## config.mk

```make
export PLATFORM = sky130hd
export DESIGN_NAME = board_input_conditioner_flat
export DESIGN_NICKNAME = d
export VERILOG_FILES = /design/src/rtl/board_input_conditioner_if.sv /design/src/rtl/board_input_conditioner.sv /design/src/flat_wrapper.sv
export SDC_FILE = /design/constraint.sdc
export NUM_CORES = 1
export LEC_CHECK = 0
export BUFFER_PORTS_ARGS = -buffer_cell sky130_fd_sc_hd__buf_2
export CORE_ASPECT_RATIO = 2
export CORE_MARGIN = 2
export CORE_UTILIZATION = 62
export CTS_CLUSTER_SIZE = 12
export DETAILED_ROUTE_END_ITERATION = 8
export PLACE_DENSITY = 0.91
export RECOVER_POWER = 50
export REMOVE_ABC_BUFFERS = 1
export SETUP_SLACK_MARGIN = 0.15
export SYNTH_ARGS = -nofsm -noshare
export SYNTH_HDL_FRONTEND = slang
export SYNTH_SLANG_ARGS = --single-unit
```

## constraint.sdc

```tcl
create_clock -name clk_i -period 2.3 [get_ports clk_i]
set_input_delay 0.575 -clock clk_i [delete_from_list [all_inputs] [get_ports clk_i]]
set_output_delay 0.575 -clock clk_i [all_outputs]
set_load 0.005 [all_outputs]
```

## src/rtl/board_input_conditioner_if.sv

```systemverilog
// -----------------------------------------------------------------------------
// board_input_conditioner_if
//   Bundles the board-side pins and the conditioned outputs of
//   board_input_conditioner.
//
//   Signals:
//     sw_i        raw asynchronous slide-switch pins       (N_SW bits)
//     btn_i       raw asynchronous push-button pins        (N_BTN bits)
//     irq_clr_i   clears the sticky button-event flag
//     sw_o        debounced switch levels                  (N_SW bits)
//     btn_o       debounced button levels                  (N_BTN bits)
//     btn_rise_o  1-cycle pulse on debounced button 0->1   (N_BTN bits)
//     btn_fall_o  1-cycle pulse on debounced button 1->0   (N_BTN bits)
//     sw_change_o 1-cycle pulse when any debounced switch changes
//     fetch_en_o  debounced switch 0
//     irq_o       sticky flag set by any button rise
//
//   Modports:
//     master  board / SoC side: drives the raw pins, consumes the results
//     slave   the conditioner itself
// -----------------------------------------------------------------------------
interface board_input_conditioner_if #(
    parameter int N_SW  = 8,
    parameter int N_BTN = 5
);
    logic [N_SW-1:0]  sw_i;
    logic [N_BTN-1:0] btn_i;
    logic             irq_clr_i;
    logic [N_SW-1:0]  sw_o;
    logic [N_BTN-1:0] btn_o;
    logic [N_BTN-1:0] btn_rise_o;
    logic [N_BTN-1:0] btn_fall_o;
    logic             sw_change_o;
    logic             fetch_en_o;
    logic             irq_o;

    modport master (
        output sw_i, btn_i, irq_clr_i,
        input  sw_o, btn_o, btn_rise_o, btn_fall_o, sw_change_o, fetch_en_o, irq_o
    );

    modport slave (
        input  sw_i, btn_i, irq_clr_i,
        output sw_o, btn_o, btn_rise_o, btn_fall_o, sw_change_o, fetch_en_o, irq_o
    );
endinterface

```

## src/rtl/board_input_conditioner.sv

```systemverilog
// -----------------------------------------------------------------------------
// board_input_conditioner
//   Conditions raw board switches and push-buttons before they reach the
//   SoC GPIO inputs and the fetch-enable path. Every input bit goes through
//   a 2-flop synchronizer followed by a counter-based debouncer that accepts
//   a new level only after DEBOUNCE_CYCLES consecutive synced samples that
//   differ from the current stable level.
//
//   Ports:
//     clk_i   block clock
//     rst_i   synchronous active-high reset
//     bus     board_input_conditioner_if.slave
//               in : sw_i, btn_i, irq_clr_i
//               out: sw_o, btn_o, btn_rise_o, btn_fall_o, sw_change_o,
//                    fetch_en_o, irq_o
//
//   Every output is driven straight from a register (fetch_en_o is a wire
//   copy of the registered sw_o[0]), so no input reaches an output
//   combinationally.
// -----------------------------------------------------------------------------
module board_input_conditioner #(
    parameter int N_SW            = 8,
    parameter int N_BTN           = 5,
    parameter int DEBOUNCE_CYCLES = 20000,
    parameter int CNT_W           = $clog2(DEBOUNCE_CYCLES)
) (
    input  logic                          clk_i,
    input  logic                          rst_i,
    board_input_conditioner_if.slave      bus
);

    // Switches and buttons share one debouncer vector: switches in the low
    // bits, buttons above them.
    localparam int N_IN = N_SW + N_BTN;
    localparam logic [CNT_W-1:0] CNT_MAX = CNT_W'(DEBOUNCE_CYCLES - 1);

    logic [N_IN-1:0]  sync_p0;
    logic [N_IN-1:0]  sync_p1;
    logic [N_IN-1:0]  st_p2;
    logic [CNT_W-1:0] cnt_p2 [N_IN];
    logic [N_IN-1:0]  upd;

    logic [N_BTN-1:0] btn_rise_p2;
    logic [N_BTN-1:0] btn_fall_p2;
    logic             sw_change_p2;
    logic             irq_p3;

    // A bit is accepted on the edge where it has differed from the stable
    // level for the DEBOUNCE_CYCLES-th consecutive cycle.
    always_comb begin
        upd = '0;
        for (int i = 0; i < N_IN; i++) begin
            upd[i] = (sync_p1[i] != st_p2[i]) && (cnt_p2[i] == CNT_MAX);
        end
    end

    always_ff @(posedge clk_i) begin
        if (rst_i) begin
            sync_p0      <= '0;
            sync_p1      <= '0;
            st_p2        <= '0;
            for (int i = 0; i < N_IN; i++) begin
                cnt_p2[i] <= '0;
            end
            btn_rise_p2  <= '0;
            btn_fall_p2  <= '0;
            sw_change_p2 <= 1'b0;
            irq_p3       <= 1'b0;
        end else begin
            // Stage p0/p1: two-flop synchronizer
            sync_p0 <= {bus.btn_i, bus.sw_i};
            sync_p1 <= sync_p0;

            // Stage p2: debounce; any sample matching st restarts the count
            for (int i = 0; i < N_IN; i++) begin
                if (sync_p1[i] == st_p2[i]) begin
                    cnt_p2[i] <= '0;
                end else if (cnt_p2[i] == CNT_MAX) begin
                    st_p2[i]  <= sync_p1[i];
                    cnt_p2[i] <= '0;
                end else begin
                    cnt_p2[i] <= cnt_p2[i] + CNT_W'(1);
                end
            end

            // Pulses registered on the same edge as the level update; the
            // new level is the synced value, so it picks rise vs fall.
            btn_rise_p2  <= upd[N_IN-1:N_SW] &  sync_p1[N_IN-1:N_SW];
            btn_fall_p2  <= upd[N_IN-1:N_SW] & ~sync_p1[N_IN-1:N_SW];
            sw_change_p2 <= |upd[N_SW-1:0];

            // Stage p3: sticky flag, a rise pulse outranks a clear
            irq_p3 <= (irq_p3 & ~bus.irq_clr_i) | (|btn_rise_p2);
        end
    end

    assign bus.sw_o        = st_p2[N_SW-1:0];
    assign bus.btn_o       = st_p2[N_IN-1:N_SW];
    assign bus.btn_rise_o  = btn_rise_p2;
    assign bus.btn_fall_o  = btn_fall_p2;
    assign bus.sw_change_o = sw_change_p2;
    assign bus.fetch_en_o  = st_p2[0];
    assign bus.irq_o       = irq_p3;

endmodule

```

## src/flat_wrapper.sv

```systemverilog
// flat-port wrapper written by rule: the top's interface ports become plain ports
module board_input_conditioner_flat 
#(
    parameter int N_SW            = 8,
    parameter int N_BTN           = 5,
    parameter int DEBOUNCE_CYCLES = 20000,
    parameter int CNT_W           = $clog2(DEBOUNCE_CYCLES)
)
  (clk_i, rst_i, bus_sw_i, bus_btn_i, bus_irq_clr_i, bus_sw_o, bus_btn_o, bus_btn_rise_o, bus_btn_fall_o, bus_sw_change_o, bus_fetch_en_o, bus_irq_o);
  board_input_conditioner_if #(.N_SW(N_SW), .N_BTN(N_BTN)) bus_i ();
  input  logic clk_i;
  input  logic rst_i;
  input wire logic [$bits(bus_i.sw_i)-1:0] bus_sw_i;
  input wire logic [$bits(bus_i.btn_i)-1:0] bus_btn_i;
  input wire logic [$bits(bus_i.irq_clr_i)-1:0] bus_irq_clr_i;
  output wire logic [$bits(bus_i.sw_o)-1:0] bus_sw_o;
  output wire logic [$bits(bus_i.btn_o)-1:0] bus_btn_o;
  output wire logic [$bits(bus_i.btn_rise_o)-1:0] bus_btn_rise_o;
  output wire logic [$bits(bus_i.btn_fall_o)-1:0] bus_btn_fall_o;
  output wire logic [$bits(bus_i.sw_change_o)-1:0] bus_sw_change_o;
  output wire logic [$bits(bus_i.fetch_en_o)-1:0] bus_fetch_en_o;
  output wire logic [$bits(bus_i.irq_o)-1:0] bus_irq_o;
  assign bus_i.sw_i = bus_sw_i;
  assign bus_i.btn_i = bus_btn_i;
  assign bus_i.irq_clr_i = bus_irq_clr_i;
  assign bus_sw_o = bus_i.sw_o;
  assign bus_btn_o = bus_i.btn_o;
  assign bus_btn_rise_o = bus_i.btn_rise_o;
  assign bus_btn_fall_o = bus_i.btn_fall_o;
  assign bus_sw_change_o = bus_i.sw_change_o;
  assign bus_fetch_en_o = bus_i.fetch_en_o;
  assign bus_irq_o = bus_i.irq_o;
  board_input_conditioner #(.N_SW(N_SW), .N_BTN(N_BTN), .DEBOUNCE_CYCLES(DEBOUNCE_CYCLES), .CNT_W(CNT_W)) u_core (.clk_i(clk_i), .rst_i(rst_i), .bus(bus_i));
endmodule
```

### Word level (Yosys, flattened, before mapping)

Memory sizes are Yosys's and may differ from the RTL's.
Cells that the tools add are included.

* register bits: 51
* bits in latches: 0
* memory bits (writable): 195
* bits in read-only memories: 0
* input port bits: 16
* output and inout bits: 26
* memories kept: 1

* $add $sub $neg: 13
* multiply operators: 0
* divide/modulo/power cells: 0
* $lt $le $gt $ge: 0
* eq/ne operators: 39
* shift-type cells: 0
* mux-type cells: 184
* bitwise gates (word level): 58
* reduce and logical (&&, ||, !) cells: 28

Memory list
* u_core.cnt_p2: words 13, width 15, rd ports 13, clocked after memory_dff 0, write ports 13, line board_input_conditioner.sv:40 `logic [CNT_W-1:0] cnt_p2 [N_IN];`

Operators by type and width (number)
* $mux 15: 39
* $add 15x1->15 const B: 13
* $eq 15x15->1 const B: 13
* $mux 1: 145
* $or 1x1->1: 40
* $reduce_and 2->1: 13
* $not 1->1: 14
* $eq 1x1->1: 13
* $logic_and 1x1->1: 13
* $ne 1x1->1: 13
* $and 5x5->5: 2
* $reduce_or 8->1: 1
* $not 5->5: 1
* $reduce_or 5->1: 1
* $and 1x1->1: 1

### Longest topological paths before layout

* word-level depth: 7
* gate-level depth with buffers: 7

### Worst setup path after synthesis

OpenSTA, ideal clock, no wires.

* path kind: flip-flop to flip-flop
* start: mem u_core.cnt_p2[0][75] (netlist bit)
* end: mem u_core.cnt_p2[0][81] (netlist bit), data pin
* library setup time: 138 ps
* arrival: 1835 ps
* setup slack: 327 ps
* stages on the path, launching flop included: 8
* clock period less this slack: 1973 ps
* path through: edfxtp_1 ha_1 and4_1 and4_1 or3_1 clkbuf_1 buf_2 nor2_1

RTL lines (line)
* start, declared: board_input_conditioner.sv:40

==> run metrics <==
Post-Syn Area between 10000 and 15000 sq um; yosys warns 0; Final Critical Period between 2 and 2.5 ns; IO Count 42; Worst Setup Path Type reg -> reg; final net count approximately 1400; pin count of the biggest net entering global routing between 40 and 50; Critical Path AT 2.35 ns; Max H-tree Level 1; initial DRC count 321; relative max-transition margin roughly two fifths; ANT cells 0; area of the multi-input gates 5510 sq um; first-pass GRT wire length between 30000 and 40000 microns; setup tns final 0 ns; row count between 70 and 80; initial antenna violation count 0; CTS root buffer clkbuf_16; VDD IR max ~0.00064 V; Congestion Overflow GR 0; first-pass detailed-route iteration total 5; CP max FO 15; core area roughly 19000 sq um; wire per inst 13.7 microns; cts bufs inserted 24; final hold vios 0; P_leak between 5 and 6 nW; # setup viols final 0; status finished, final reports clean; die width roughly 100 microns; MaxCap Viol Count 0; Reg clk slew, reported paths 0.05 ns; Post-synth top cells nor2_1 (234), edfxtp_1 (195), xnor2_1 (86); Initial Util between 60% and 70%; Hold Slack about 0.27 ns; synth top area cells edfxtp_1 (49%), dfxtp_1 (8.6%), nor2_1 (7.4%); Netlist cell types between 40 and 50; vias in the first global route between 8000 and 9000; Critical Path End Type flop; FILL cells ~1300; worst slew pin tran around 0.89 ns; share of async-settable or async-resettable flops after synthesis 0%; CTS tree done; Routed WL roughly 22000 microns; share of layout cells above drive strength 1 between 4 and 5%; area grow syn2layout 16.0%; largest area contributor in the netlist edfxtp_1; DRC Markers 0; Worst Hold Class in -> reg; Syn Area/Cell 10.9 sq um; main flop type after synthesis edfxtp_1; Worst Path Required 2.56 ns; vias approximately 8300; register area between 6000 and 7000 sq um; Die H 200 microns; GPL Wtd Cong about 0.84; Worst setup SP type flop; die area between 20000 and 25000 sq um; top cell type's share of synthesized area around 49%; I/O Buffers 41; Hold Buf Count CTS 0; clock sinks 246; RSZ-0062 raised after global routing false; fin crit share 90.7%; top-count cell post-synth nor2_1; FMAX 479 MHz; count of pins over their slew limit 0; hpwl dp ~15000 microns; Yosys reg bits 246; worst skew pair latency ~0.52 ns; Power Dens Cells roughly 670 nW/um^2; Total GRT Usage between 20 and 25%; vias per inst 5.19; Mapped Cells between 1000 and 1500; Max Buffers Root-to-Sink 3; sequential area share after synthesis between 50% and 60%; clock skew ~0.014 ns; Post-synth EDFFs just under 200; Post-DRT Antenna Nets 0
[layout make-up]
cell class	instances	area share, %
Sequential cell	246	50.0
Multi-Input combinational cell	991	40.1
Clock buffer	44	5.22
Tap cell	255	2.32
Timing Repair Buffer	47	1.74
Inverter	24	0.655
[through the flow]
| stage | power, mW | setup WS, ns | cell area, sq um | util [%] | cells |
|---|---|---|---|---|---|
| floorplan | 5.44 | 0.293 | 12500 | - | 1261 |
| global placement | 5.54 | 0.230 | 13000 | 69.5 | 1562 |
| detailed placement | 5.57 | 0.135 | 13000 | 69.5 | 1562 |
| CTS | 9.20 | 0.166 | 13800 | 73.4 | 1606 |
| global route | 9.45 | 0.114 | 13800 | 73.4 | 1607 |
| finish | 9.16 | 0.213 | 13800 | 73.4 | 1607 |
[registers in the layout, summed over array words and instances, names as in the netlist]
register	cells
u_core.cnt_p2	195
u_core.st_p2	13
u_core.sync_p0	13
u_core.sync_p1	13
u_core.bus.btn_fall_o	5
u_core.bus.btn_rise_o	5
u_core.bus.irq_o	1
u_core.bus.sw_change_o	1
[critical path: stages (launching register included)]
cell	delay, ns
edfxtp_1	0.46
or4b_1	0.61
nor4_4	0.32
or3_1	0.17
buf_4	0.20
nor2_1	0.07
[cell families after synthesis]
family,synth area share (%)
buf+inv,1.80
xor+xnor,12.6
compound gates,1.26
flops,58.0
mux,1.10
fa+ha+maj,1.37
other cells,0.0316
simple gates,23.8
[layout by cell type, fill, tap and decap left out, types with 2 or more instances in the layout]
cell       netlist  layout
a21oi_1         13      13
and2_1           4       4
and3_1          36      36
and4_1          11      11
buf_2            3      25
buf_4            2       3
clkbuf_1        17      35
clkbuf_16        0      26
conb_1           1     195
dfxtp_1         51      51
edfxtp_1       195     195
ha_1            13      13
inv_1           24      24
mux2i_1         13      13
nand2_1         65      64
nand2b_1         5       5
nand3_1         62      62
nand4_1         43      43
nand4b_1         5       5
nor2_1         234     234
nor2b_1         27      27
nor3_1          31      30
nor3b_1          2       2
nor4_1           9       9
nor4b_1         15      15
o21ai_0          9       9
or2_2            2       2
or3_1           13      12
or4_1            2       2
or4b_1           2       2
xnor2_1         86      86
xor2_1          85      85
[path summary, 6_finish.rpt]
| path | start | endpoint | slack (ns) | depth (start not counted) |
|---|---|---|---|---|
| worst max-delay path | u_core.cnt_p2[0][20]$_SDFFCE_PN0P_ | u_core.cnt_p2[0][29]$_SDFFCE_PN0P_ | 0.21 | 5 |
| worst min-delay path | bus_btn_i[0] | u_core.sync_p0[8]$_SDFF_PP0_ | 0.27 | 2 |
| worst max register to register | u_core.cnt_p2[0][20]$_SDFFCE_PN0P_ | u_core.cnt_p2[0][29]$_SDFFCE_PN0P_ | 0.21 | 5 |
| worst min register to register | u_core.sync_p0[12]$_SDFF_PP0_ | u_core.sync_p1[12]$_SDFF_PP0_ | 0.44 | 1 |
[routing by layer]
| layer | vias up | GRT usage [%] | wire length (microns) |
|---|---|---|---|
| li1 | 4141 | - | - |
| met1 | 4013 | 23.4 | 8310 |
| met2 | 139 | 43.7 | 12400 |
| met3 | 47 | 2.80 | 648 |
| met4 | 0 | 8.41 | 643 |
| met5 | - | 0 | 0 |
[what timing repair did]
action                     in CTS  in global routing
resized for setup               1                  4
setup buffers                   0                  1
pin swaps                       0                  1
setup endpoints to repair       2                 45
[where the power goes]
part	internal [mW]	switching, mW
clock network	2.09	1.57
logic	0.144	0.214
registers	4.97	0.168
No activity file was read; power rests on OpenSTA's default activity.
